==> src/rtl/debounce_pkg.sv <==
// Shared defaults and mode encodings for the switch debouncer and its LED driver.
// Also holds the parameter-legality helpers used at elaboration.
package debounce_pkg;

  localparam int DEFAULT_NUM_CH         = 4;
  localparam int DEFAULT_DEBOUNCE_LIMIT = 250000;
  localparam int MAX_NUM_CH             = 8;
  localparam int MIN_DEBOUNCE_LIMIT     = 2;
  localparam int MAX_DEBOUNCE_LIMIT     = 1 << 20;

  typedef enum logic {
    MODE_DIRECT = 1'b0,
    MODE_TOGGLE = 1'b1
  } led_mode_e;

  function automatic bit num_ch_legal(input int num_ch);
    return (num_ch >= 1) && (num_ch <= MAX_NUM_CH);
  endfunction

  function automatic bit limit_legal(input int limit);
    return (limit >= MIN_DEBOUNCE_LIMIT) && (limit <= MAX_DEBOUNCE_LIMIT);
  endfunction

endpackage

==> src/rtl/debounce_filter.sv <==
// Single-channel debouncer: 2-flop synchroniser, persistence counter, stable state
// and a registered pulse on each accepted 1->0 transition.
module debounce_filter
  import debounce_pkg::*;
#(
  parameter int DEBOUNCE_LIMIT = DEFAULT_DEBOUNCE_LIMIT
) (
  input  logic clk,
  input  logic rst,
  input  logic switch_raw,
  output logic stable,
  output logic fall_pulse
);

  localparam int               CNT_W   = $clog2(DEBOUNCE_LIMIT);
  localparam logic [CNT_W-1:0] CNT_MAX = CNT_W'(DEBOUNCE_LIMIT - 1);
  localparam logic [CNT_W-1:0] CNT_ONE = CNT_W'(1);

  logic             meta_r;
  logic             sync_r;
  logic             stable_r;
  logic             fall_r;
  logic [CNT_W-1:0] cnt_r;
  logic             stable_nxt_s;
  logic [CNT_W-1:0] cnt_nxt_s;

  // Next count/state: any agreement clears, acceptance clears in the same cycle
  always_comb begin
    stable_nxt_s = stable_r;
    cnt_nxt_s    = {CNT_W{1'b0}};
    if (sync_r == stable_r) begin
      cnt_nxt_s = {CNT_W{1'b0}};
    end else if (cnt_r == CNT_MAX) begin
      stable_nxt_s = sync_r;
      cnt_nxt_s    = {CNT_W{1'b0}};
    end else begin
      cnt_nxt_s = cnt_r + CNT_ONE;
    end
  end

  // Synchroniser, filter state and release-edge register
  always_ff @(posedge clk or posedge rst) begin
    if (rst) begin
      meta_r   <= 1'b0;
      sync_r   <= 1'b0;
      stable_r <= 1'b0;
      fall_r   <= 1'b0;
      cnt_r    <= {CNT_W{1'b0}};
    end else begin
      meta_r   <= switch_raw;
      sync_r   <= meta_r;
      stable_r <= stable_nxt_s;
      fall_r   <= stable_r & ~stable_nxt_s;
      cnt_r    <= cnt_nxt_s;
    end
  end

  assign stable     = stable_r;
  assign fall_pulse = fall_r;

endmodule

==> src/rtl/debounced_switches_to_leds.sv <==
// Top level: NUM_CH independent debounce filters feeding registered LED drive,
// either following the debounced switch or toggling on each debounced release.
module debounced_switches_to_leds
  import debounce_pkg::*;
#(
  parameter int NUM_CH         = DEFAULT_NUM_CH,
  parameter int DEBOUNCE_LIMIT = DEFAULT_DEBOUNCE_LIMIT,
  parameter int TOGGLE_MODE    = 0
) (
  input  logic              i_Clk,
  input  logic              i_Rst,
  input  logic [NUM_CH-1:0] i_Switch,
  output logic [NUM_CH-1:0] o_LED,
  output logic [NUM_CH-1:0] o_Release
);

  localparam bit IS_TOGGLE = (TOGGLE_MODE == int'(MODE_TOGGLE));

  if (!num_ch_legal(NUM_CH)) begin : g_bad_num_ch
    $error("NUM_CH must be in 1..8");
  end
  if (!limit_legal(DEBOUNCE_LIMIT)) begin : g_bad_limit
    $error("DEBOUNCE_LIMIT must be in 2..2^20");
  end
  if ((TOGGLE_MODE != int'(MODE_DIRECT)) && (TOGGLE_MODE != int'(MODE_TOGGLE))) begin : g_bad_mode
    $error("TOGGLE_MODE must be 0 or 1");
  end

  logic [NUM_CH-1:0] stable_s;
  logic [NUM_CH-1:0] fall_s;
  logic [NUM_CH-1:0] led_r;
  logic [NUM_CH-1:0] release_r;

  for (genvar ch = 0; ch < NUM_CH; ch++) begin : g_ch
    debounce_filter #(
      .DEBOUNCE_LIMIT(DEBOUNCE_LIMIT)
    ) u_filter (
      .clk       (i_Clk),
      .rst       (i_Rst),
      .switch_raw(i_Switch[ch]),
      .stable    (stable_s[ch]),
      .fall_pulse(fall_s[ch])
    );
  end

  // LED drive and release pulse, both one register after the filter outputs
  always_ff @(posedge i_Clk or posedge i_Rst) begin
    if (i_Rst) begin
      led_r     <= {NUM_CH{1'b0}};
      release_r <= {NUM_CH{1'b0}};
    end else begin
      release_r <= fall_s;
      if (IS_TOGGLE) begin
        led_r <= led_r ^ fall_s;
      end else begin
        led_r <= stable_s;
      end
    end
  end

  assign o_LED     = led_r;
  assign o_Release = release_r;

endmodule

==> config.mk <==
export PLATFORM = sky130hd
export DESIGN_NAME = debounced_switches_to_leds
export DESIGN_NICKNAME = d
export VERILOG_FILES = /design/src/rtl/debounce_pkg.sv /design/src/rtl/debounce_filter.sv /design/src/rtl/debounced_switches_to_leds.sv
export SDC_FILE = /design/constraint.sdc
export NUM_CORES = 1
export LEC_CHECK = 0
export BUFFER_PORTS_ARGS = -buffer_cell sky130_fd_sc_hd__buf_2
export CAP_MARGIN = 30
export CORE_ASPECT_RATIO = 0.8
export CORE_MARGIN = 4
export CORE_UTILIZATION = 45
export DETAILED_ROUTE_END_ITERATION = 10
export PLACE_DENSITY = 0.69
export SYNTH_ARGS = -nofsm -noshare
export SYNTH_HDL_FRONTEND = slang
export SYNTH_SLANG_ARGS = --single-unit
==> constraint.sdc <==
create_clock -name i_Clk -period 3.97 [get_ports i_Clk]
set_input_delay 0.397 -clock i_Clk [delete_from_list [all_inputs] [get_ports i_Clk]]
set_output_delay 0.397 -clock i_Clk [all_outputs]
set_load 0.005 [all_outputs]
==> flow_summary.ini <==
[final_layout]
register_area_um2 = 2400
layout_common_cells = 96 x dfrtp_1, 72 x nor2_1, 34 x xnor2_1, 24 x nand4_1
syn_to_final_growth_pct = 11.8
drive_gt1_share_pct = 10.4
multi_input_area_um2 = 1810
final_cell_area_um2 = 4810
layout_commonest_cell = dfrtp_1
final_nets = 436
fill_cells = 802
diodes = 0

[sta]
period_needed_ns = 2.25
fin_crit_sh_pct = 56.6
fin_skew_ns = 0.00255
fin_tns_setup_ns = 0
hold_violations = 0
slew_headroom_pct = 42.4
setup_violations = 0
finalMaxSlewViolations = 0
setup_slack_ns = 1.72
rsz0062_at_grt = no
max_freq_mhz = 445
worst_slew_pin_slew_ns = 0.855

[clock_network]
tritoncts = built
clock-root-buffer = clkbuf_16
path_clk_slew_ns = 0.06
post_cts_buffers = 0
cts-buffers-inserted = 9
clock-sinks = 96
clk_latency_ns = 0.34
cts_resized = 0
h-tree-depth = 3
hold_buffers = 0
clockBufferDepth = 2

[critical_path]
critical_path_buf_inv_count = 1
cp.required_ns = 4.18
start_kind = flip-flop
path_cells = nor4_1 > nand2_1 > o41ai_2 > buf_4 > a21oi_1
crit_slowest_cell = o41ai_2
critPathArrivalTime_ns = 2.45
critPathTopFamily = compound AO/OA/AOI/OAI gates
path_class = flip-flop to flip-flop
critPathMaxStageDelay_ns = 0.83
critPathMaxFanout = 10
endpoint_kind = flip-flop

[route]
drtIter0Drc = 184
avgRoutedWirePerCell_um = 13.9
drc = 0
avgViaCountPerCell = 5.43
routed_wl_um = 7570
drtAntennaViolNets = 0
num_vias = 2965
dr.pass1.iters = 4

[logic_synthesis]
synth_ff_type = dfrtp_1
synth-seq-area-share_pct = 55.9
synthCells = 406
synthTopCellsByArea = dfrtp_1 56%, xnor2_1 6.9%, nor2_1 6.3%, xor2_1 4.5%, nand4_1 3.5%
synth_top_cell_by_area = dfrtp_1
ys_warn_count = 0
syn-cell-area_um2 = 4300
yosysUniqueCellTypes = 40
synth_top_area_share_pct = 55.9
ys_async_sr_fraction_pct = 100
synth_edf_count = 0
synth_nets = 416
syn_area_per_cell_um2 = 10.6
synth-seq-cells = 96

[pwr]
p_sw_share_pct = 20.9
p_per_area_nw_per_um2 = 402
switching_power_uw = 404
power.leakage_nw = 2.02
p_int_mw = 1.53
ir_worst_vdd_mv = 0.267
clkPwrFrac_pct = 45.1
p_seq_share_pct = 52.0
pwr-share-comb_pct = 2.9
power.total_mw = 1.93

[global_routing]
grt_pass1_vias = 2906
grt-busiest-layer = met2
grt_antenna_before_repair = 0
grt_max_degree = 68
grt_pass1_wl_um = 13300
use_met1_pct = 20.3
grt_use_met2_pct = 22.8
grt_remaining_overflow = 0
use_met3_pct = 4.51
grt_usage_pct = 15.1

[min_path]
min-delay-path-class = input port to flip-flop

[run_status]
status = completed

[floorplanning]
start_util_pct = 46.8
chipHeight_um = 95.4
rows = 31
io-pin-count = 14
die_x_um = 117
fp.coreArea_um2 = 9190
dieArea_um2 = 11200

[place]
place_area_um2 = 4500
dp_hpwl_um = 5100
gp_congestion = 0.833
place_ws_ns = 1.77
portBuffers = 13

[flow_run]
maxCapViolCount = 0
cell usage after synthesis (all sizes together), types with 9 or more instances:
cell type,count
inv,13
nand3,23
nand4,24
nand2,18
dfrtp,96
nor4,13
or4,9
a21oi,12
xnor2,34
xor2,22
nor2,72
layout make-up:
cell class | count | share of cell area, %
Tap cell | 115 | 2.99
Multi-Input combinational cell | 290 | 37.7
Sequential cell | 96 | 50.0
Timing Repair Buffer | 16 | 1.90
Clock buffer | 11 | 5.26
Inverter | 13 | 1.07
Clock inverter | 5 | 1.15
kinds of logic (layout without fill, tap and decap cells):
group	after synthesis	after routing	share of synthesized area (%)
and+or+nand+nor	198	198	24.2
DFF	96	96	55.9
xor gates and xnor gates	56	56	11.4
AOI/OAI and AO/OA	28	28	4.31
buffers and inverters	20	45	2.01
adders and majority gates	4	4	1.16
muxes	4	4	1.05
worst paths after layout:
kind | slack, ns | end | from | cells after the start
worst min register to register | 0.35 | o_Release[0] | g_ch[0].u_filter.fall_pulse | 0
min in group asynchronous | 0.22 | o_LED[1] | i_Rst | 2
worst min-delay path | 0.16 | g_ch[2].u_filter.meta_r | i_Switch[2] | 1
max in group asynchronous | 2.87 | g_ch[0].u_filter.cnt_r[1] | i_Rst | 3
worst max-delay path | 1.72 | g_ch[1].u_filter.cnt_r[16] | g_ch[1].u_filter.cnt_r[10] | 5
worst max register to register | 1.72 | g_ch[1].u_filter.cnt_r[16] | g_ch[1].u_filter.cnt_r[10] | 5
registers in the layout, summed over array words and instances, names as in the netlist:
signal                    count
g_ch.u_filter.cnt_r          72
g_ch.u_filter.fall_pulse      4
g_ch.u_filter.meta_r          4
g_ch.u_filter.stable          4
g_ch.u_filter.sync_r          4
o_LED                         4
o_Release                     4
metal layers:
| layer | up-vias | share of wire (%) |
|---|---|---|
| met5 | - | 0 |
| met4 | 0 | 1.0 |
| met3 | 8 | 3.8 |
| met2 | 48 | 45 |
| met1 | 1431 | 51 |
| li1 | 1478 | - |
power groups by stage:
stage / Sequential [mW] / Combinational (mW) / Clock [mW]
2_1_floorplan: 1.02 / 0.0438 / 0
3_3_place_gp: 1.02 / 0.0561 / 0
3_5_place_dp: 1.02 / 0.0586 / 0
4_1_cts: 1.00 / 0.0589 / 0.901
5_1_grt: 1.01 / 0.0670 / 0.942
6_report: 1.00 / 0.0564 / 0.871
per-stage QoR:
step	hold WS (ns)	util (%)	instances
3_3_place_gp	0.333	48.8	529
4_1_cts	0.145	52.3	546
5_1_grt	0.149	52.3	546
3_5_place_dp	0.336	48.9	530
2_1_floorplan	0.331	-	406
6_report	0.162	52.3	546
(Power assumes the default switching activity.)
